<file path="src/rtl/fractal_sync_cam_sched.sv">
// -----------------------------------------------------------------------------
// fractal_sync_cam_sched
//
// Request scheduler and rendezvous tracker in front of fractal_sync_mp_cam.
// Each of N_REQ requester slots runs a small IDLE/PEND/WAIT/DONE FSM. PEND
// slots are granted round-robin onto the N_PORTS CAM ports. A grant that hits
// in the CAM completes the rendezvous for both the granted slot and the WAIT
// slot that holds the same signature. A grant that misses stores its
// signature if a CAM line is free. Otherwise it retries on a later cycle.
//
// Ports:
//   clk_i, rst_i      clock, asynchronous active-high reset
//   req_valid_i       per-slot request valid
//   req_sig_i         per-slot signature, slot s at [s*SIG_WIDTH +: SIG_WIDTH]
//   req_ready_o       per-slot: slot is IDLE and can accept a request
//   rsp_valid_o       per-slot one-cycle pulse when the rendezvous completes
//   cam_sig_o         per-port lookup/store signature (0 when the port is idle)
//   cam_write_o       per-port store strobe
//   cam_present_i     per-port CAM hit, combinational in the grant cycle
//   occupancy_o       number of CAM lines holding a waiting signature
//   stat_hits_o       saturating hit counter (0 unless stats are enabled)
//   stat_stores_o     saturating store counter (0 unless stats are enabled)
//
// Optional feature: define FRACTAL_SYNC_CAM_SCHED_STATS_EN to enable the
// hit/store statistics counters. Without it, both stat ports are tied to 0.
// -----------------------------------------------------------------------------
module fractal_sync_cam_sched #(
  parameter int SIG_WIDTH = 8,
  parameter int N_REQ     = 4,
  parameter int N_PORTS   = 2,
  parameter int N_LINES   = 2
) (
  input  logic                           clk_i,
  input  logic                           rst_i,
  input  logic [N_REQ-1:0]               req_valid_i,
  input  logic [N_REQ*SIG_WIDTH-1:0]     req_sig_i,
  output logic [N_REQ-1:0]               req_ready_o,
  output logic [N_REQ-1:0]               rsp_valid_o,
  output logic [N_PORTS*SIG_WIDTH-1:0]   cam_sig_o,
  output logic [N_PORTS-1:0]             cam_write_o,
  input  logic [N_PORTS-1:0]             cam_present_i,
  output logic [$clog2(N_LINES+1)-1:0]   occupancy_o,
  output logic [31:0]                    stat_hits_o,
  output logic [31:0]                    stat_stores_o
);

  localparam int OCC_W  = $clog2(N_LINES + 1);
  localparam int PTR_W  = (N_REQ > 1) ? $clog2(N_REQ) : 1;
  localparam int GCNT_W = $clog2(N_PORTS + 1);
  localparam logic [PTR_W:0] N_REQ_W = (PTR_W + 1)'(N_REQ);

  typedef enum logic [1:0] {S_IDLE, S_PEND, S_WAIT, S_DONE} slot_state_e;

  slot_state_e          state_q [N_REQ];
  slot_state_e          state_d [N_REQ];
  logic [SIG_WIDTH-1:0] sig_q   [N_REQ];
  logic [SIG_WIDTH-1:0] sig_d   [N_REQ];
  logic [PTR_W-1:0]     rr_ptr_q, rr_ptr_d;
  logic [OCC_W-1:0]     occ_q, occ_d;

  // Per-port grant information produced by the arbiter.
  logic                 grant_vld  [N_PORTS];
  logic [PTR_W-1:0]     grant_slot [N_PORTS];
  logic [SIG_WIDTH-1:0] grant_sig  [N_PORTS];
  logic [N_PORTS-1:0]   port_hit;
  logic [N_PORTS-1:0]   port_store;
  logic [GCNT_W-1:0]    n_hit;
  logic [GCNT_W-1:0]    n_store;

  // ---------------------------------------------------------------------------
  // State registers
  // ---------------------------------------------------------------------------
  // NOTE: sequential state uses non-blocking assignments so every flop samples
  // the pre-edge value of every other flop, independent of process order.
  always_ff @(posedge clk_i or posedge rst_i) begin
    if (rst_i) begin
      for (int s = 0; s < N_REQ; s++) state_q[s] <= S_IDLE;
      rr_ptr_q <= '0;
      occ_q    <= '0;
    end else begin
      for (int s = 0; s < N_REQ; s++) state_q[s] <= state_d[s];
      rr_ptr_q <= rr_ptr_d;
      occ_q    <= occ_d;
    end
  end

  // NOTE: the signature registers are deliberately left without reset. A
  // slot's signature is only observed once the slot has left IDLE, and
  // leaving IDLE always reloads it.
  always_ff @(posedge clk_i) begin
    for (int s = 0; s < N_REQ; s++) sig_q[s] <= sig_d[s];
  end

  // ---------------------------------------------------------------------------
  // Round-robin arbiter with same-signature de-duplication
  // ---------------------------------------------------------------------------
  always_comb begin
    logic [GCNT_W-1:0] n_grant;
    logic [PTR_W:0]    sum;
    logic [PTR_W-1:0]  idx;
    logic              dup;
    // NOTE: every signal written here gets a default first, so no path can
    // leave it unassigned and infer a latch.
    n_grant  = '0;
    sum      = '0;
    idx      = '0;
    dup      = 1'b0;
    rr_ptr_d = rr_ptr_q;
    for (int k = 0; k < N_PORTS; k++) begin
      grant_vld[k]  = 1'b0;
      grant_slot[k] = '0;
      grant_sig[k]  = '0;
    end
    for (int i = 0; i < N_REQ; i++) begin
      // Visit slots in rotated order, starting at the round-robin pointer.
      sum = {1'b0, rr_ptr_q} + (PTR_W + 1)'(i);
      if (sum >= N_REQ_W) sum = sum - N_REQ_W;
      idx = sum[PTR_W-1:0];
      // A second slot with an already-granted signature must wait. It will
      // then find the first slot's stored signature and hit.
      dup = 1'b0;
      for (int k = 0; k < N_PORTS; k++) begin
        if (grant_vld[k] && grant_sig[k] == sig_q[idx]) dup = 1'b1;
      end
      if (state_q[idx] == S_PEND && !dup && n_grant < GCNT_W'(N_PORTS)) begin
        for (int k = 0; k < N_PORTS; k++) begin
          if (GCNT_W'(k) == n_grant) begin
            grant_vld[k]  = 1'b1;
            grant_slot[k] = idx;
            grant_sig[k]  = sig_q[idx];
          end
        end
        n_grant  = n_grant + 1'b1;
        rr_ptr_d = (idx == PTR_W'(N_REQ - 1)) ? '0 : idx + 1'b1;
      end
    end
  end

  // ---------------------------------------------------------------------------
  // Port resolution: hits, and stores limited by free CAM lines
  // ---------------------------------------------------------------------------
  always_comb begin
    n_hit      = '0;
    n_store    = '0;
    port_hit   = '0;
    port_store = '0;
    for (int k = 0; k < N_PORTS; k++) begin
      if (grant_vld[k]) begin
        if (cam_present_i[k]) begin
          port_hit[k] = 1'b1;
          n_hit       = n_hit + 1'b1;
        end else if (int'(occ_q) + int'(n_store) < N_LINES) begin
          // Lines freed by same-cycle hits are not reused until next cycle.
          port_store[k] = 1'b1;
          n_store       = n_store + 1'b1;
        end
      end
    end
  end

  // ---------------------------------------------------------------------------
  // Next-state logic for every slot FSM and the occupancy count
  // ---------------------------------------------------------------------------
  always_comb begin
    for (int s = 0; s < N_REQ; s++) begin
      state_d[s] = state_q[s];
      sig_d[s]   = sig_q[s];
      case (state_q[s])
        S_IDLE: begin
          if (req_valid_i[s]) begin
            sig_d[s]   = req_sig_i[s*SIG_WIDTH +: SIG_WIDTH];
            state_d[s] = S_PEND;
          end
        end
        S_PEND: begin
          for (int k = 0; k < N_PORTS; k++) begin
            if (grant_vld[k] && grant_slot[k] == PTR_W'(s)) begin
              if (port_hit[k])        state_d[s] = S_DONE;
              else if (port_store[k]) state_d[s] = S_WAIT;
            end
          end
        end
        S_WAIT: begin
          // Stored signatures are unique, so at most one WAIT slot matches.
          for (int k = 0; k < N_PORTS; k++) begin
            if (port_hit[k] && grant_sig[k] == sig_q[s]) state_d[s] = S_DONE;
          end
        end
        S_DONE:  state_d[s] = S_IDLE;
        default: state_d[s] = S_IDLE;
      endcase
    end
    occ_d = occ_q + OCC_W'(n_store) - OCC_W'(n_hit);
  end

  // ---------------------------------------------------------------------------
  // Outputs
  // ---------------------------------------------------------------------------
  always_comb begin
    for (int s = 0; s < N_REQ; s++) begin
      req_ready_o[s] = (state_q[s] == S_IDLE);
      rsp_valid_o[s] = (state_q[s] == S_DONE);
    end
    for (int k = 0; k < N_PORTS; k++) begin
      cam_sig_o[k*SIG_WIDTH +: SIG_WIDTH] = grant_sig[k];
      cam_write_o[k]                      = port_store[k];
    end
    occupancy_o = occ_q;
  end

  // ---------------------------------------------------------------------------
  // Optional statistics
  // ---------------------------------------------------------------------------
`ifdef FRACTAL_SYNC_CAM_SCHED_STATS_EN
  logic [31:0] stat_hits_q, stat_hits_d;
  logic [31:0] stat_stores_q, stat_stores_d;

  always_comb begin
    logic [32:0] hits_sum;
    logic [32:0] stores_sum;
    hits_sum      = {1'b0, stat_hits_q} + 33'(n_hit);
    stores_sum    = {1'b0, stat_stores_q} + 33'(n_store);
    stat_hits_d   = hits_sum[32] ? '1 : hits_sum[31:0];
    stat_stores_d = stores_sum[32] ? '1 : stores_sum[31:0];
  end

  always_ff @(posedge clk_i or posedge rst_i) begin
    if (rst_i) begin
      stat_hits_q   <= '0;
      stat_stores_q <= '0;
    end else begin
      stat_hits_q   <= stat_hits_d;
      stat_stores_q <= stat_stores_d;
    end
  end

  assign stat_hits_o   = stat_hits_q;
  assign stat_stores_o = stat_stores_q;
`else
  assign stat_hits_o   = '0;
  assign stat_stores_o = '0;
`endif

endmodule
</file>
<file path="config.mk">
export PLATFORM = sky130hd
export DESIGN_NAME = fractal_sync_cam_sched
export DESIGN_NICKNAME = d
export VERILOG_FILES = /design/src/rtl/fractal_sync_cam_sched.sv
export SDC_FILE = /design/constraint.sdc
export NUM_CORES = 1
export LEC_CHECK = 0
export ABC_AREA = 1
export CAP_MARGIN = 20
export CORE_MARGIN = 2
export CORE_UTILIZATION = 49
export CTS_BUF_LIST = sky130_fd_sc_hd__clkbuf_8
export CTS_CLUSTER_SIZE = 14
export DETAILED_ROUTE_END_ITERATION = 6
export GPL_ROUTABILITY_DRIVEN = 0
export GPL_TIMING_DRIVEN = 0
export PLACE_DENSITY = 0.8
export SYNTH_ARGS = -nofsm -noshare
export SYNTH_HDL_FRONTEND = slang
export SYNTH_SLANG_ARGS = --single-unit
</file>
<file path="constraint.sdc">
create_clock -name clk_i -period 5.5 [get_ports clk_i]
set_input_delay 1.65 -clock clk_i [delete_from_list [all_inputs] [get_ports clk_i]]
set_output_delay 1.65 -clock clk_i [all_outputs]
set_load 0.1 [all_outputs]
</file>
After elaboration in Yosys (flattened, before gate mapping)
Memories as Yosys holds them, arrays and structs flattened.
Index checks and enable logic that the tools add are counted.
Widths: inputs -> output; s select.
- memories kept: 1
- input port bits: 40
- logic and storage cells: 266
- output and inout bits: 92
- flip-flop bits (word level): 12
- RAM bits: 32
- memory list (name ; words ; width ; rd ports ; clocked after Yosys merged registers in ; write ports ; RTL line ; text):
    sig_q ; 4 ; 8 ; 8 ; 0 ; 4 ; 56 ; logic [SIG_WIDTH-1:0] sig_q [N_REQ];
- bitwise logic cells: 4
- reductions and logical operators: 44
- multiplexer cells: 130
- equal/unequal tests: 50
- add/sub/neg operators: 18
- magnitude comparators: 13
- operators with widths (operator ; count):
    $mux 2 ; 73
    $mux 8 ; 15
    $eq 8x8->1 ; 13
    $mux 16 ; 3
    $eq 2x2->1 const B ; 16
    $pmux 2 s4 ; 4
    $mux 1 ; 28
    $logic_and 1x1->1 ; 27
    $ge 3x3->1 const B ; 7
    $eq 2x1->1 const B ; 10
    $logic_not 2->1 ; 9
    $add 2x1->2 const B ; 8
    $bmux 2 s2 ; 4
    $mux 4 ; 3
    $ne 3x3->1 const B ; 4
    $not 2->3 ; 4
    $lt 2x2->1 const B ; 4
    $ne 2x2->1 const B ; 4
    $reduce_and 2->1 ; 4
    $sub 2x1->2 const B ; 4
    $add 2x2->3 const B ; 2
    $eq 1x2->1 const A ; 3
    $reduce_bool 4->1 ; 1
    $add 2x1->3 const B ; 1
    6 further kinds ; 8

Logic depth before layout (Yosys ltp)
Gate-level depths: netlist of the first run.
- depth in word-level cells: 41
- gate-level depth with buffers: 43

Least setup slack after synthesis of the first run
Ideal clock, no wire load.
- path kind: register to output
- from: register rr_ptr_q[1]
- to: output port cam_write_o[1]
- data required time: 3.850 ns
- stages on the path, launching flop included: 34
- path slack: -0.913 ns
- path buffers: 5
- arrival time: 4.763 ns
- path through: dfrtp_1 -> inv_1 -> clkbuf_1 -> ha_1 -> inv_1 -> buf_2 -> buf_2 -> nand2_1 -> o21ai_0 -> inv_1 -> nor2_1 -> nor2_1 -> nand3_1 -> nor2_1 -> nand4_1 -> and2_1 -> clkbuf_1 -> ha_1 -> inv_1 -> o211ai_1 -> o21bai_2 -> buf_6 -> nand2_1 -> nand2_1 -> nand2_1 -> nand2_1 -> nor2_1 -> nand2_1 -> nor2_1 -> nand2_2 -> nand3_1 -> nand2_1 -> nand2_1 -> nor2_2
- word-level cells in the longest chain between the ends: 37
- elaborated cells on any way between the ends: 97
- classes of those cells: add/sub (10); order compare (8); eq/ne (12); mux (45); bitwise (4); reduce/logical (17); memory (1)
- ends and longest elaborated chain (what ; RTL line ; text):
    from (decl) ; 58 ; logic [PTR_W-1:0] rr_ptr_q, rr_ptr_d;
    from (signal assigned) ; 82 ; rr_ptr_q <= rr_ptr_d;
    $ge 2x3->1 / $sub 2x1->2 (equally long branches) ; 117 ; if (sum >= N_REQ_W) sum = sum - N_REQ_W;
    $mux 2 ; 117 ;
    $not 2->3 (implied by the code) ; 125 ; if (state_q[idx] == S_PEND && !dup && n_grant < GCNT_W'(N_PORTS)) begin
    $bmux 2 s2 ; 125 ;
    $mux 2 (implied by the code) (2 in series) ; 125 ;
    $eq 2x1->1 ; 125 ;
    $mux 8 ; 125 ;
    $eq 8x8->1 ; 123 ; if (grant_vld[k] && grant_sig[k] == sig_q[idx]) dup = 1'b1;
    (+19 left out) ; - ;
    $logic_and 1x1->1 (2 in series) ; 125 ;
    $mux 2 * ; 125 ;
    $mux 1 ; 148 ; if (grant_vld[k]) begin
    $add 2x2->3 ; 152 ; end else if (int'(occ_q) + int'(n_store) < N_LINES) begin
    $lt 3x2->1 ; 152 ;
    $mux 1 ; 152 ;
    $mux 1 ; 149 ; if (cam_present_i[k]) begin
    $mux 1 * ; 148 ;
    to (decl) ; 40 ; output logic [N_PORTS-1:0] cam_write_o,
Every way passes the cells marked *; elsewhere a longest branch is shown, timed or not. The select of a mux whose other input is x is not followed.

Worst setup path after layout of the first run
Same ends and word-level chain as after synthesis.

==> results of run 1 <==
==> worst max-delay path, delay by kind of cell, from the launching register on <==
kind	cells	cell delay [ps]
flip-flops	1	420
AND/OR/NAND/NOR	17	1930
buffers and inverters	11	1240
XOR/XNOR	1	190
AO/OA/AOI/OAI	1	100
adder cells (fa/ha/maj)	2	440
==> layer usage <==
layer | wire [um] | vias up
li1 | - | 3739
met5 | 0 | -
met2 | 10400 | 619
met1 | 8630 | 3465
met4 | 1610 | 0
met3 | 2420 | 167
==> cell usage after synthesis (all sizes together) (5+ instances only) <==
| library cell | count |
|---|---|
| nor2 | 84 |
| o21ai | 119 |
| inv | 139 |
| clkbuf | 9 |
| dfrtp | 12 |
| ha | 11 |
| a21oi | 18 |
| edfxtp | 32 |
| buf | 84 |
| or2 | 6 |
| xor2 | 22 |
| nand4 | 5 |
| nand2 | 385 |
| nand3 | 115 |
==> cell type report <==
cell class / count / area, um^2
buffer: 92 / 744
clock buffer: 5 / 68.8
clock inverter: 3 / 20.0
fill: 955 / 3220
inverter: 139 / 592
multi-input combinational: 857 / 4700
sequential: 44 / 1260
tap: 172 / 215
timing repair buffer: 163 / 1640
==> cell families after synthesis <==
logic type | synth area share, %
buffers and inverters | 19.3
AO/OA/AOI/OAI | 13.1
flip-flops | 20.4
XOR/XNOR | 3.68
adder cells (fa/ha/maj) | 2.23
other | 0.0606
AND/OR/NAND/NOR | 41.3
==> through the flow <==
step	utilization, %	worst slack (ps)
floorplan	-	-195
global route	74.1	-1020
finish	74.1	-803
CTS	70.0	-643
detailed placement	61.0	-1850
global placement	60.9	-1830
==> flip-flops by register name, summed over array words and instances, names as in the netlist, named ones only <==
signal	count
sig_q	32
rr_ptr_q	2
state_q	4
occupancy_o	2
==> worst max-delay path by stage <==
stage,start,end
4_1_cts,rr_ptr_q[1],cam_write_o[1]
6_report,rr_ptr_q[1],cam_write_o[1]
5_1_grt,rr_ptr_q[1],cam_write_o[0]
3_3_place_gp,rr_ptr_q[1],cam_sig_o[8]
3_5_place_dp,rr_ptr_q[1],cam_sig_o[8]
2_1_floorplan,rr_ptr_q[1],cam_sig_o[10]
==> timing repair <==
item,4_1_cts,5_1_grt
cloned,3,0
gates resized for setup,247,80
pin swaps,41,37
buffers inserted,65,42
setup endpoints to repair,20,22
==> flow_summary.ini, run 1 <==
[synthesis]
synthesis.area_um2 = 6180
syn_inst = 1070
synth_ff_type = edfxtp_1
synth_top_cell_by_area = nand2_1
yosysWarnings = 0
seq_area_frac_synth_pct = 20.4
synth.distinct_cells = 37
avgSynthCellArea_um2 = 5.78
ys_ff_latch = 44
async_reset_ff_share_pct = 27.3
synth-edff-count = 32
synth_top_area_share_pct = 22.2
synth.area.top_cells = nand2_1, edfxtp_1, nand3_1

[route]
via_count = 7990
ant_nets = 0
routed_wl_um = 23100
initialDrtViolationCount = 1029
drc = 3
viasPerCell = 5.42
dr.pass1.iters = 7
wire_per_inst_um = 15.6

[worst_setup_path]
critPathMaxFanout = 7
r2r_end = state_q[4]
rrSetupSlack_ps = -600
end_kind = output pin
reg2reg_from = rr_ptr_q[1]
slowest_delay_ps = 420
reg2reg_depth = 50
startpoint_type = register
crit_type = register to output pin
cp_slowest_cell = dfrtp_1
crit_top_cell = nand2_1
critical_path_required_ps = 3850
arrival_ps = 4650

[floorplanning]
die_w_um = 116
io_pins = 132
num_rows = 41
start_util_pct = 49.6
die_area_um2 = 13500
core_area_um2 = 12500
die_height_um = 116

[timing]
holdWs_ps = 558
grt_setup_unrepaired = true
max-slew-margin-rel_pct = 35.1
tns_ps = -14680
finClkSkew_ps = 6.87
finalSetupViolCount = 21
hold_viol_final = 0
period_share_pct = 115
drv_slew = 0
worst_pin_slew_ps = 970
finalCriticalPeriod_ps = 6300
fmax_mhz = 159
fin_ws_ps = -803

[place]
io_buffers = 67
dp_hpwl_um = 16300
dp.cells = 1373
placed_area_um2 = 7610

[final_layout]
stdcell_count = 1475
fin_area_um2 = 9240
final_common_cell = nand2_1
drive_above_1_share_pct = 28.4
area_delta_synth_final_pct = 49.4
n_antenna_cell = 0
final_cell_mix = nand2_1, buf_4, inv_1
nNetsFinal = 1353

[grt]
grt_pass1_wl_um = 34100
grtUsageTotal_pct = 32.6
grt_overflow = 0
use_met3_pct = 4.93
use_met1_pct = 40.9
antenna_found_initial = 0
grt_use_met2_pct = 53.8
grt-busiest-layer = met2
grt_max_degree = 15
grt_pass1_vias = 6897

[clock_tree]
holdBufCountCts = 0
insertion_delay_ps = 310
cts_buffers = 5
root_buffer = clkbuf_8
clk_pin_slew_worst_paths_ps = 90
h-tree-depth = 2
clock_sinks = 44
clockBufferDepth = 2
cts_tree = built

[worst_hold_path]
hp-class = register to register
hold_path_depth = 1
hold_start = occupancy_o[0]
min_to = occupancy_o[0]

[flow_run]
drv_cap = 0

[run_status]
outcome = finished, violations left
violations = design-rule violations, negative setup slack
Power of run 1 is left out: the tool's default activity adds up to more than one toggle a clock period on the data nets, which glitch-free logic cannot reach.
==> run 2: changes to the inputs <==
--- a/config.mk
+++ b/config.mk
@@ -7,7 +7,7 @@
 export LEC_CHECK = 0
 export ABC_AREA = 1
 export CAP_MARGIN = 20
-export CORE_MARGIN = 2
+export CORE_MARGIN = 4
 export CORE_UTILIZATION = 49
 export CTS_BUF_LIST = sky130_fd_sc_hd__clkbuf_8
 export CTS_CLUSTER_SIZE = 14
==> constraint.sdc (replaced) <==
create_clock -name clk_i -period 5.5 [get_ports clk_i]
set_input_delay 1.65 -clock clk_i [delete_from_list [all_inputs] [get_ports clk_i]]
set_output_delay 1.65 -clock clk_i [all_outputs]
set_load 0.01 [all_outputs]
==> flow_summary.ini, run 2 (same netlist as run 1, synthesis figures left out) <==
[timing]
finalCriticalPeriod_ps = 6160
fmax_mhz = 162
holdWs_ps = 547
worst_pin_slew_ps = 848
drv_slew = 0
hold_viol_final = 0
finClkSkew_ps = 8.00
finalSetupViolCount = 19
period_share_pct = 112
max-slew-margin-rel_pct = 43.2
fin_ws_ps = -663
grt_setup_unrepaired = true

[worst_setup_path]
end_kind = output pin
crit_buf_inv = 12
r2r_end = occupancy_o[1]
rrSetupSlack_ps = -290
startpoint_type = register
crit_top_cell = inv_2
critical_path_required_ps = 3850
reg2reg_from = rr_ptr_q[1]
slowest_delay_ps = 380
critPathMaxFanout = 5
path_delay_family = simple AND/OR/NAND/NOR gates
reg2reg_depth = 40
crit_type = register to output pin
arrival_ps = 4510
cp_slowest_cell = dfrtp_1

[route]
initialDrtViolationCount = 1244
via_count = 8057
viasPerCell = 5.47
routed_wl_um = 23200
ant_nets = 0
drc = 0
wire_per_inst_um = 15.8
dr.pass1.iters = 6

[clock_tree]
clk_pin_slew_worst_paths_ps = 90
cts_buffers = 5
insertion_delay_ps = 310
root_buffer = clkbuf_8
clock_sinks = 44
h-tree-depth = 2
holdBufCountCts = 0
cts_tree = built
clockBufferDepth = 2

[grt]
grt_max_degree = 15
grtUsageTotal_pct = 29.8
grt_overflow = 0
grt_pass1_wl_um = 34600
antenna_found_initial = 0
grt_pass1_vias = 7184

[floorplanning]
start_util_pct = 50.9
die_area_um2 = 14500
die_w_um = 120
num_rows = 40
die_height_um = 120
core_area_um2 = 12200
io_pins = 132

[worst_hold_path]
min_to = occupancy_o[0]
hold_start = occupancy_o[0]
hp-class = register to register
hold_path_depth = 1

[final_layout]
final_cell_mix = nand2_1, buf_4, inv_1
area_delta_synth_final_pct = 44.0
num-fill-cells = 912
final_common_cell = nand2_1
largest_reg_flops = 32
largest_register = sig_q
nNetsFinal = 1354
drive_above_1_share_pct = 28.1
n_antenna_cell = 0
reg_top3 = sig_q x32, state_q x4

[run_status]
violations = negative setup slack
outcome = finished, violations left

[flow_run]
drv_cap = 0

[place]
io_buffers = 67
dp_hpwl_um = 16600
## run 2: metal layers
| layer | global-route usage (%) | vias up | part of all wire [%] |
|---|---|---|---|
| met5 | 0 | - | 0 |
| met4 | 16.4 | 0 | 7.3 |
| met3 | 4.82 | 155 | 12 |
| met2 | 49.4 | 658 | 44 |
| met1 | 37.0 | 3503 | 37 |
| li1 | - | 3741 | - |
## run 2: area by class of cell
class | count | area, um^2 | area share [%]
Clock buffer | 5 | 68.8 | 0.772
Sequential cell | 44 | 1260 | 14.2
Inverter | 139 | 547 | 6.14
Buffer | 90 | 714 | 8.02
Clock inverter | 3 | 20.0 | 0.225
Timing Repair Buffer | 166 | 1510 | 16.9
Multi-Input combinational cell | 857 | 4580 | 51.4
Tap cell | 168 | 210 | 2.36
## run 2: how the worst max path moves through the flow
| stage | depth (start not counted) | startpoint | end | slack [ps] |
|---|---|---|---|---|
| CTS | 35 | rr_ptr_q[1] | cam_write_o[0] | -530 |
| global placement | 33 | rr_ptr_q[1] | cam_write_o[0] | -1250 |
| floorplan | 32 | rr_ptr_q[1] | cam_sig_o[14] | 2 |
| global route | 32 | rr_ptr_q[1] | cam_write_o[0] | -860 |
| finish | 30 | rr_ptr_q[1] | cam_write_o[0] | -660 |
| detailed placement | 30 | rr_ptr_q[1] | cam_sig_o[14] | -1330 |
## run 2: repair_timing
item / in CTS / in global routing
gates resized for setup: 232 / 70
pin swaps: 48 / 34
setup endpoints to repair: 20 / 20
cloned: 1 / 0
buffers inserted: 79 / 19
## run 2: per-stage QoR
step / cells / setup slack [ps] / TNS, ps / util, % / area, um^2
2_1_floorplan: 1133 / 1.53 / 0 / - / 6460
3_3_place_gp: 1368 / -1250 / -21350 / 60.4 / 7340
3_5_place_dp: 1368 / -1330 / -22590 / 60.4 / 7350
4_1_cts: 1453 / -527 / -7620 / 70.1 / 8530
5_1_grt: 1472 / -864 / -14720 / 73.3 / 8910
6_report: 1472 / -663 / -10680 / 73.3 / 8910
Power of run 2 is left out for the same reason.
